## src/rtl/hazard_scoreboard_pkg.sv

```systemverilog
// Shared constants for the hazard scoreboard: default depth, load latency,
// the "read register file" forwarding code and the saturating counter helper.
package hazard_scoreboard_pkg;
  localparam int          REG_ADDR_W_DEF = 5;
  localparam int          STAGES_DEF     = 3;
  localparam int          LOAD_LAT_DEF   = 1;
  localparam int          FWD_SEL_REG    = 0;
  localparam logic [31:0] CNT_MAX        = 32'hFFFF_FFFF;

  function automatic logic [31:0] sat_inc(input logic [31:0] v);
    return (v == CNT_MAX) ? v : v + 32'd1;
  endfunction
endpackage

```

## src/rtl/hazard_scoreboard_src_match.sv

```systemverilog
// hazard_src_match: compares one ID source operand against every in-flight
// entry and reports the youngest (lowest index) producer plus whether that
// producer is a load whose data is not yet available.
module hazard_src_match
  import hazard_scoreboard_pkg::*;
#(
  parameter int REG_ADDR_W = REG_ADDR_W_DEF,
  parameter int STAGES     = STAGES_DEF,
  parameter int LOAD_LAT   = LOAD_LAT_DEF,
  parameter int SEL_W      = $clog2(STAGES + 1)
) (
  input  logic [REG_ADDR_W-1:0]             src,
  input  logic                              src_used,
  input  logic                              id_valid,
  input  logic [STAGES-1:0]                 ent_vld,
  input  logic [STAGES-1:0]                 ent_we,
  input  logic [STAGES-1:0]                 ent_ld,
  input  logic [STAGES-1:0][REG_ADDR_W-1:0] ent_dst,
  output logic                              hit,
  output logic [SEL_W-1:0]                  idx,
  output logic                              ld_blk
);

  // Scan oldest to youngest so the youngest match overwrites; r0 never matches.
  always_comb begin
    hit    = 1'b0;
    idx    = '0;
    ld_blk = 1'b0;
    for (int k = STAGES - 1; k >= 0; k--) begin
      if (src_used && id_valid && ent_vld[k] && ent_we[k] &&
          (ent_dst[k] == src) && (src != '0)) begin
        hit    = 1'b1;
        idx    = SEL_W'(k);
        ld_blk = ent_ld[k] && (k < LOAD_LAT);
      end
    end
  end

endmodule

```

## src/rtl/hazard_scoreboard.sv

```systemverilog
// hazard_scoreboard: tracks in-flight register writes from EX to WB, raises
// stall for load-use (or any non-WB hazard without forwarding) and drives
// per-operand forwarding selects. Optional feature macro: FORWARD_EN.
module hazard_scoreboard
  import hazard_scoreboard_pkg::*;
#(
  parameter int REG_ADDR_W = REG_ADDR_W_DEF,
  parameter int STAGES     = STAGES_DEF,
  parameter int LOAD_LAT   = LOAD_LAT_DEF,
  localparam int SEL_W     = $clog2(STAGES + 1)
) (
  input  logic                  clk,
  input  logic                  rst,
  input  logic                  id_valid,
  input  logic [REG_ADDR_W-1:0] id_rs,
  input  logic [REG_ADDR_W-1:0] id_rt,
  input  logic                  id_rs_used,
  input  logic                  id_rt_used,
  input  logic [REG_ADDR_W-1:0] id_dst,
  input  logic                  id_dst_we,
  input  logic                  id_is_load,
  input  logic                  flush,
  output logic                  stall,
  output logic [SEL_W-1:0]      fwd_rs_sel,
  output logic [SEL_W-1:0]      fwd_rt_sel,
  output logic [31:0]           stall_count
);

  localparam int NSRC = 2;  // operand 0 = rs, operand 1 = rt

  logic [STAGES-1:0]                 vld_pipe, ent_we, ent_ld;
  logic [STAGES-1:0][REG_ADDR_W-1:0] ent_dst;

  logic [NSRC-1:0][REG_ADDR_W-1:0] src;
  logic [NSRC-1:0]                 src_used, hit, blk;
  logic [NSRC-1:0][SEL_W-1:0]      idx;

  assign src      = {id_rt, id_rs};
  assign src_used = {id_rt_used, id_rs_used};

  for (genvar s = 0; s < NSRC; s++) begin : g_src
    hazard_src_match #(
      .REG_ADDR_W(REG_ADDR_W), .STAGES(STAGES), .LOAD_LAT(LOAD_LAT), .SEL_W(SEL_W)
    ) u_match (
      .src      (src[s]),
      .src_used (src_used[s]),
      .id_valid (id_valid),
      .ent_vld  (vld_pipe),
      .ent_we   (ent_we),
      .ent_ld   (ent_ld),
      .ent_dst  (ent_dst),
      .hit      (hit[s]),
      .idx      (idx[s]),
      .ld_blk   (blk[s])
    );
  end

`ifdef FORWARD_EN
  // Forward from the youngest producer; only a not-yet-ready load stalls.
  always_comb begin
    stall      = !flush && |(hit & blk);
    fwd_rs_sel = SEL_W'(FWD_SEL_REG);
    fwd_rt_sel = SEL_W'(FWD_SEL_REG);
    if (!flush && !stall) begin
      if (hit[0]) fwd_rs_sel = idx[0] + SEL_W'(1);
      if (hit[1]) fwd_rt_sel = idx[1] + SEL_W'(1);
    end
  end
`else
  logic [NSRC-1:0] unused_blk;
  assign unused_blk = blk;

  // No bypass network: any producer short of WB stalls (WB is write-through).
  always_comb begin
    stall      = 1'b0;
    fwd_rs_sel = SEL_W'(FWD_SEL_REG);
    fwd_rt_sel = SEL_W'(FWD_SEL_REG);
    for (int s = 0; s < NSRC; s++)
      if (hit[s] && (idx[s] != SEL_W'(STAGES - 1))) stall = 1'b1;
    if (flush) stall = 1'b0;
  end
`endif

  // Entry shift register: ID enters at 0 unless stalled/flushed (then a bubble).
  always_ff @(posedge clk) begin
    if (!rst) begin
      vld_pipe    <= '0;
      ent_we      <= '0;
      ent_ld      <= '0;
      ent_dst     <= '0;
      stall_count <= '0;
    end else begin
      vld_pipe <= {vld_pipe[STAGES-2:0], id_valid && !stall && !flush};
      ent_we   <= {ent_we[STAGES-2:0], id_dst_we};
      ent_ld   <= {ent_ld[STAGES-2:0], id_is_load};
      ent_dst  <= {ent_dst[STAGES-2:0], id_dst};
      if (stall) stall_count <= sat_inc(stall_count);
    end
  end

endmodule

```

## config.mk

```make
export PLATFORM = sky130hd
export DESIGN_NAME = hazard_scoreboard
export DESIGN_NICKNAME = d
export VERILOG_FILES = /design/src/rtl/hazard_scoreboard_pkg.sv /design/src/rtl/hazard_scoreboard_src_match.sv /design/src/rtl/hazard_scoreboard.sv
export SDC_FILE = /design/constraint.sdc
export NUM_CORES = 1
export LEC_CHECK = 0
export ABC_AREA = 1
export BUFFER_PORTS_ARGS = -buffer_cell sky130_fd_sc_hd__buf_2
export CAP_MARGIN = 20
export CORE_MARGIN = 1
export CORE_UTILIZATION = 50
export CTS_BUF_LIST = sky130_fd_sc_hd__clkbuf_8
export DETAILED_ROUTE_END_ITERATION = 8
export GPL_TIMING_DRIVEN = 0
export PLACE_DENSITY = 0.85
export SLEW_MARGIN = 20
export SYNTH_ARGS = -nofsm -noshare
export SYNTH_HDL_FRONTEND = slang
export SYNTH_HIERARCHICAL = 1
export SYNTH_SLANG_ARGS = --single-unit
```

## constraint.sdc

```tcl
create_clock -name clk -period 3 [get_ports clk]
set_input_delay 0.6 -clock clk [delete_from_list [all_inputs] [get_ports clk]]
set_output_delay 0.6 -clock clk [all_outputs]
set_load 0.01 [all_outputs]
```

==> impl_metrics.ini, run 1 <==
[clocking]
ctsHtreeMaxLevel = 2
root_buffer = clkbuf_8
post_cts_buffers = 0
cts_buffer_depth = 2
cts.sinks = 53
postCtsHoldBufs = 0
cts_tree = built
cts_made_buffers = 5
cts-resized-gates = 0
clk_pin_slew_ps = 100
clock_latency_ps = 310

[die]
dieWidth_um = 83.08
num_rows = 29
start_util_pct = 51.76
ioPinCount = 60
die_h_um = 83.08
die_area_sq_mm = 0.006902
core-area_sq_mm = 0.006350

[timing]
drv_slew = 0
hold_slack_ps = 448.3
tns_ps = 0
skew_ps = 10.62
rsz0062_at_grt = false
min_period_over_period_pct = 90.01
finalSetupViolations = 0
fmax_mhz = 370.3
period_needed_ps = 2700
hold_viol_final = 0

[synthesis]
ys_warn_count = 6
syn_avg_cell_area_sq_um = 6.202
synthesis.area_sq_mm = 0.003287
netlist_instances = 530

[worst_hold_path]
whs_path_depth = 2
hold_start = vld_pipe[1]
hold_class = flop to flop
holdPathEnd = vld_pipe[2]

[routing]
viasPerCell = 5.118
final_antenna_net_count = 0
drt_iter0_drc = 267
wire_per_inst_um = 12.27
routed_wl_mm = 8.235
drc_errors = 0
num_vias = 3434
dr.pass1.iters = 5

[setup_path]
end_kind = primary output
regToRegStartpoint = ent_dst[9]
rr_worst_depth = 18
crit_slowest_cell = a21oi_2
cpMostUsedCell = nand2_1
slowest_delay_ps = 360
cp_max_fo = 6
arrival_ps = 2100
required_ps = 2400
criticalPathCategory = input pin to primary output
rrSetupSlack_ps = 630
path_cells = buf_2 > inv_2 > nor2_1 > nor2_1 > nand2_1 > nor2_2 > nand2_2 > a21oi_2 > inv_1 > nand2_1 > nand2_1 > a21oi_2 > buf_2
rr_endpoint = stall_count[16]
startpoint_type = input pin

[outcome]
status = complete, no violations

[placement]
dp_cells = 663
port_buffers = 53
hpwl_mm = 6.389
place.gp.congestion = 0.9589

[global_routing]
track_usage_pct = 24.61
use_met2_pct = 39.27
met3_usage_pct = 3.280
use_met1_pct = 33.13
grt_first_pass_wirelength_mm = 13.88
antenna_found_initial = 0
top_usage_layer = met2
grt_pass1_vias = 3041
grt_start_max_net_pins = 16
grt_remaining_overflow = 0

[cells_and_area]
antenna_cells = 0
layout_commonest_cell = nand2_1
final_cell_mix = 156 x nand2_1, 102 x nor2_1, 58 x buf_2
drive_gt1_share_pct = 21.04
nets = 617
fillerInstances = 613
area_growth_pct = 14.54
finalNonFillerCells = 671
fin_util_pct = 59.29

[pwr]
leakage_nw = 1.715
vdd_ir_drop_max_uv = 256.3
pwr_density_cell_mw_per_mm2 = 341.5
power_w = 0.001286

[flow_run]
cap_violations = 0
==> power breakdown <==
part	switching [W]	total (W)	internal, W
combinational	0.0000677	0.000116	0.0000485
clock	0.000235	0.000444	0.000209
sequential	0.0000119	0.000726	0.000714
total	0.000314	0.00129	0.000972
==> state kept, by name, indices dropped and copies added, names as in the netlist <==
signal	flops
ent_we	3
stall_count	32
ent_dst	15
vld_pipe	3
==> stage by stage <==
step / worst slack (ps) / area (sq um)
after floorplan: 778.5 / 3298
after global placement: 185.8 / 3660
after detailed placement: 122.1 / 3660
after CTS: 112.0 / 3761
after global routing: 124.6 / 3765
final: 299.8 / 3765
==> how the worst max path moves through the flow <==
| stage | startpoint | cells past startpoint | slack (ps) | endpoint |
|---|---|---|---|---|
| after detailed placement | id_rs[3] | 13 | 120 | stall |
| after global routing | ent_dst[9] | 13 | 120 | stall |
| after floorplan | id_rt_used | 10 | 780 | stall |
| after CTS | ent_dst[9] | 13 | 110 | stall |
| after global placement | id_rs[3] | 13 | 190 | stall |
| final | id_rs[3] | 13 | 300 | stall |
==> area by class of cell <==
cell class,count,area (sq um),share of cell area [%]
inverter,62,232.7,6.181
buffer,15,100.1,2.659
timing repair buffer,53,265.3,7.046
sequential,53,1061,28.18
clock inverter,1,5.005,0.1329
multi-input combinational,403,1908,50.68
clock buffer,7,96.34,2.559
tap,77,96.34,2.559
==> layer usage <==
metal	share of wire (%)	wire length, um	vias up
met5	0	0	-
met4	2.6	218	0
met3	7.0	574	19
met2	46	3820	117
met1	44	3621	1548
li1	-	-	1750
==> worst max-delay path: cells and delay by family <==
kind / cells / cell delay (ps)
buffers and inverters: 4 / 450
AND/OR/NAND/NOR: 7 / 560
AO/OA/AOI/OAI: 2 / 460
No activity file was read; power rests on OpenSTA's default activity.
==> inputs of run 2 (changes only) <==
==> constraint.sdc (replaced) <==
create_clock -name clk -period 3 [get_ports clk]
set_input_delay 0.15 -clock clk [delete_from_list [all_inputs] [get_ports clk]]
set_output_delay 0.15 -clock clk [all_outputs]
set_load 0.01 [all_outputs]
==> run 2 against run 1 <==
Compared with the run above:
- final area barely moved
- sequential cell count unchanged
- sequential power hardly changed
- fmax is 8.1% higher
- clock power barely moved
- power down 0.12%
- utilization decreased by 0.059 points
- first-iteration DRC count increased by 4.9%
- clock skew is 1.8 ps higher
- worst hold slack lost 430 ps
- critical path type is now flop to flop
==> impl_metrics.ini, run 2 (synthesized netlist as in run 1, its figures left out) <==
[placement]
preCtsSetupSlack_ps = 545.1
port_buffers = 53
place.gp.congestion = 0.9589
hpwl_mm = 6.389

[pwr]
pwr_density_cell_mw_per_mm2 = 341.4
pwr-share-clk_pct = 34.4
leakage_nw = 1.715
p_int_w = 0.0009715
combPwrFrac_pct = 9.0
power_w = 0.001284
switching_share_pct = 24.34
vdd_ir_drop_max_uv = 255.5
power_switching_w = 0.0003126
seqPwrFrac_pct = 56.5

[setup_path]
cp_max_fo = 6
startpoint_type = flop
criticalPathCategory = flop to flop
slowest_delay_ps = 530
end_kind = flop
required_ps = 3210
cpMostUsedCell = nand2_1
crit_slowest_cell = a21oi_1
crit_buf_inv = 3
path_cells = inv_1 > nand2_1 > nand2_1 > inv_1 > nand2_1 > nor2_2 > nand2_2 > a21oi_2 > inv_1 > nand2_1 > nand2_1 > a21oi_1 > nand2_1 > nor2_1 > nand3_1 > nand2_1 > nor2_2
critPathTopFamily = simple AND/OR/NAND/NOR gates
arrival_ps = 2710

[clocking]
clock_latency_ps = 310
clk_pin_slew_ps = 100
cts_made_buffers = 5
ctsHtreeMaxLevel = 2
cts.sinks = 53
cts-resized-gates = 0
cts_buffer_depth = 2
postCtsHoldBufs = 0
root_buffer = clkbuf_8
post_cts_buffers = 0
cts_tree = built

[timing]
worstMarginPinSlew_ps = 624.9
skew_ps = 12.46
min_period_over_period_pct = 83.26
finalSetupViolations = 0
drv_slew = 0
fin_ws_ps = 502.1
tns_ps = 0
hold_viol_final = 0
slew_headroom_pct = 58.34
fmax_mhz = 400.3
rsz0062_at_grt = false
period_needed_ps = 2498

[routing]
viasPerCell = 5.116
num_vias = 3433
drt_iter0_drc = 280
wire_per_inst_um = 12.30
drc_errors = 0
routed_wl_mm = 8.256
final_antenna_net_count = 0
dr.pass1.iters = 5

[die]
core-area_sq_mm = 0.006350
dieWidth_um = 83.08
num_rows = 29
ioPinCount = 60
die_area_sq_mm = 0.006902
die_h_um = 83.08
start_util_pct = 51.76

[cells_and_area]
largest_reg_flops = 32
final_cell_mix = 156 x nand2_1, 102 x nor2_1, 58 x buf_2
layout_commonest_cell = nand2_1
top_regs = stall_count x32, ent_dst x15
area_growth_pct = 14.43
antenna_cells = 0
nets = 617
drive_gt1_share_pct = 20.88
top_register = stall_count
fillerInstances = 615

[global_routing]
track_usage_pct = 24.61
grt_pass1_vias = 3041
grt_remaining_overflow = 0
grt_first_pass_wirelength_mm = 13.88
grt_start_max_net_pins = 16
antenna_found_initial = 0

[outcome]
status = complete, no violations

[flow_run]
cap_violations = 0

[worst_hold_path]
hold_class = input pin to flop
## run 2: worst paths after layout
| path | from | to | slack, ps | cells after the start |
|---|---|---|---|---|
| max | ent_dst[9] | stall_count[22] | 500 | 17 |
| min | id_dst[0] | ent_dst[0] | 20 | 3 |
| max reg2reg | ent_dst[9] | stall_count[22] | 500 | 17 |
| min reg2reg | vld_pipe[1] | vld_pipe[2] | 450 | 2 |
## run 2: power groups by stage
stage               Clock, W  Combinational, W  Sequential [W]
floorplan                  0         0.0000795        0.000739
global placement           0          0.000111        0.000742
detailed placement         0          0.000115        0.000742
CTS                 0.000457          0.000116        0.000726
global route        0.000479          0.000131        0.000728
finish              0.000442          0.000116        0.000726
## run 2: metrics by stage
step | area (sq um) | hold slack, ps | cells | util (%)
3_3_place_gp | 3660 | 333.5 | 663 | 57.64
2_1_floorplan | 3298 | 247.6 | 533 | -
4_1_cts | 3761 | 13.03 | 671 | 59.23
6_report | 3761 | 16.54 | 671 | 59.23
5_1_grt | 3761 | 19.16 | 671 | 59.23
3_5_place_dp | 3660 | 337.3 | 663 | 57.64
## run 2: area by class of cell
type	instances	area (sq um)	share of cell area, %
Timing Repair Buffer	53	265.3	7.053
Buffer	15	100.1	2.661
Multi-Input combinational cell	403	1904	50.63
Tap cell	77	96.34	2.562
Clock buffer	7	96.34	2.562
Inverter	62	232.7	6.188
Clock inverter	1	5.005	0.1331
Sequential cell	53	1061	28.21
## run 2: worst register-to-register path, stage by stage (launching register included)
cell,delay (ps)
dfxtp_1,460
inv_1,70
nand2_1,60
nand2_1,50
inv_1,40
nand2_1,60
nor2_2,100
nand2_2,90
a21oi_2,100
inv_1,40
nand2_1,50
nand2_1,80
a21oi_1,530
nand2_1,260
nor2_1,210
nand3_1,90
nand2_1,90
nor2_2,30
## run 2: metal layers
metal  routed length, um  vias to the layer above  GRT usage (%)  share of wire, %
li1                    -                     1749              -                 -
met5                   0                        -              0                 0
met1                3669                     1537          33.13                44
met2                3791                      130          39.27                46
met3                 587                       17          3.280               7.1
met4                 207                        0          11.13               2.5
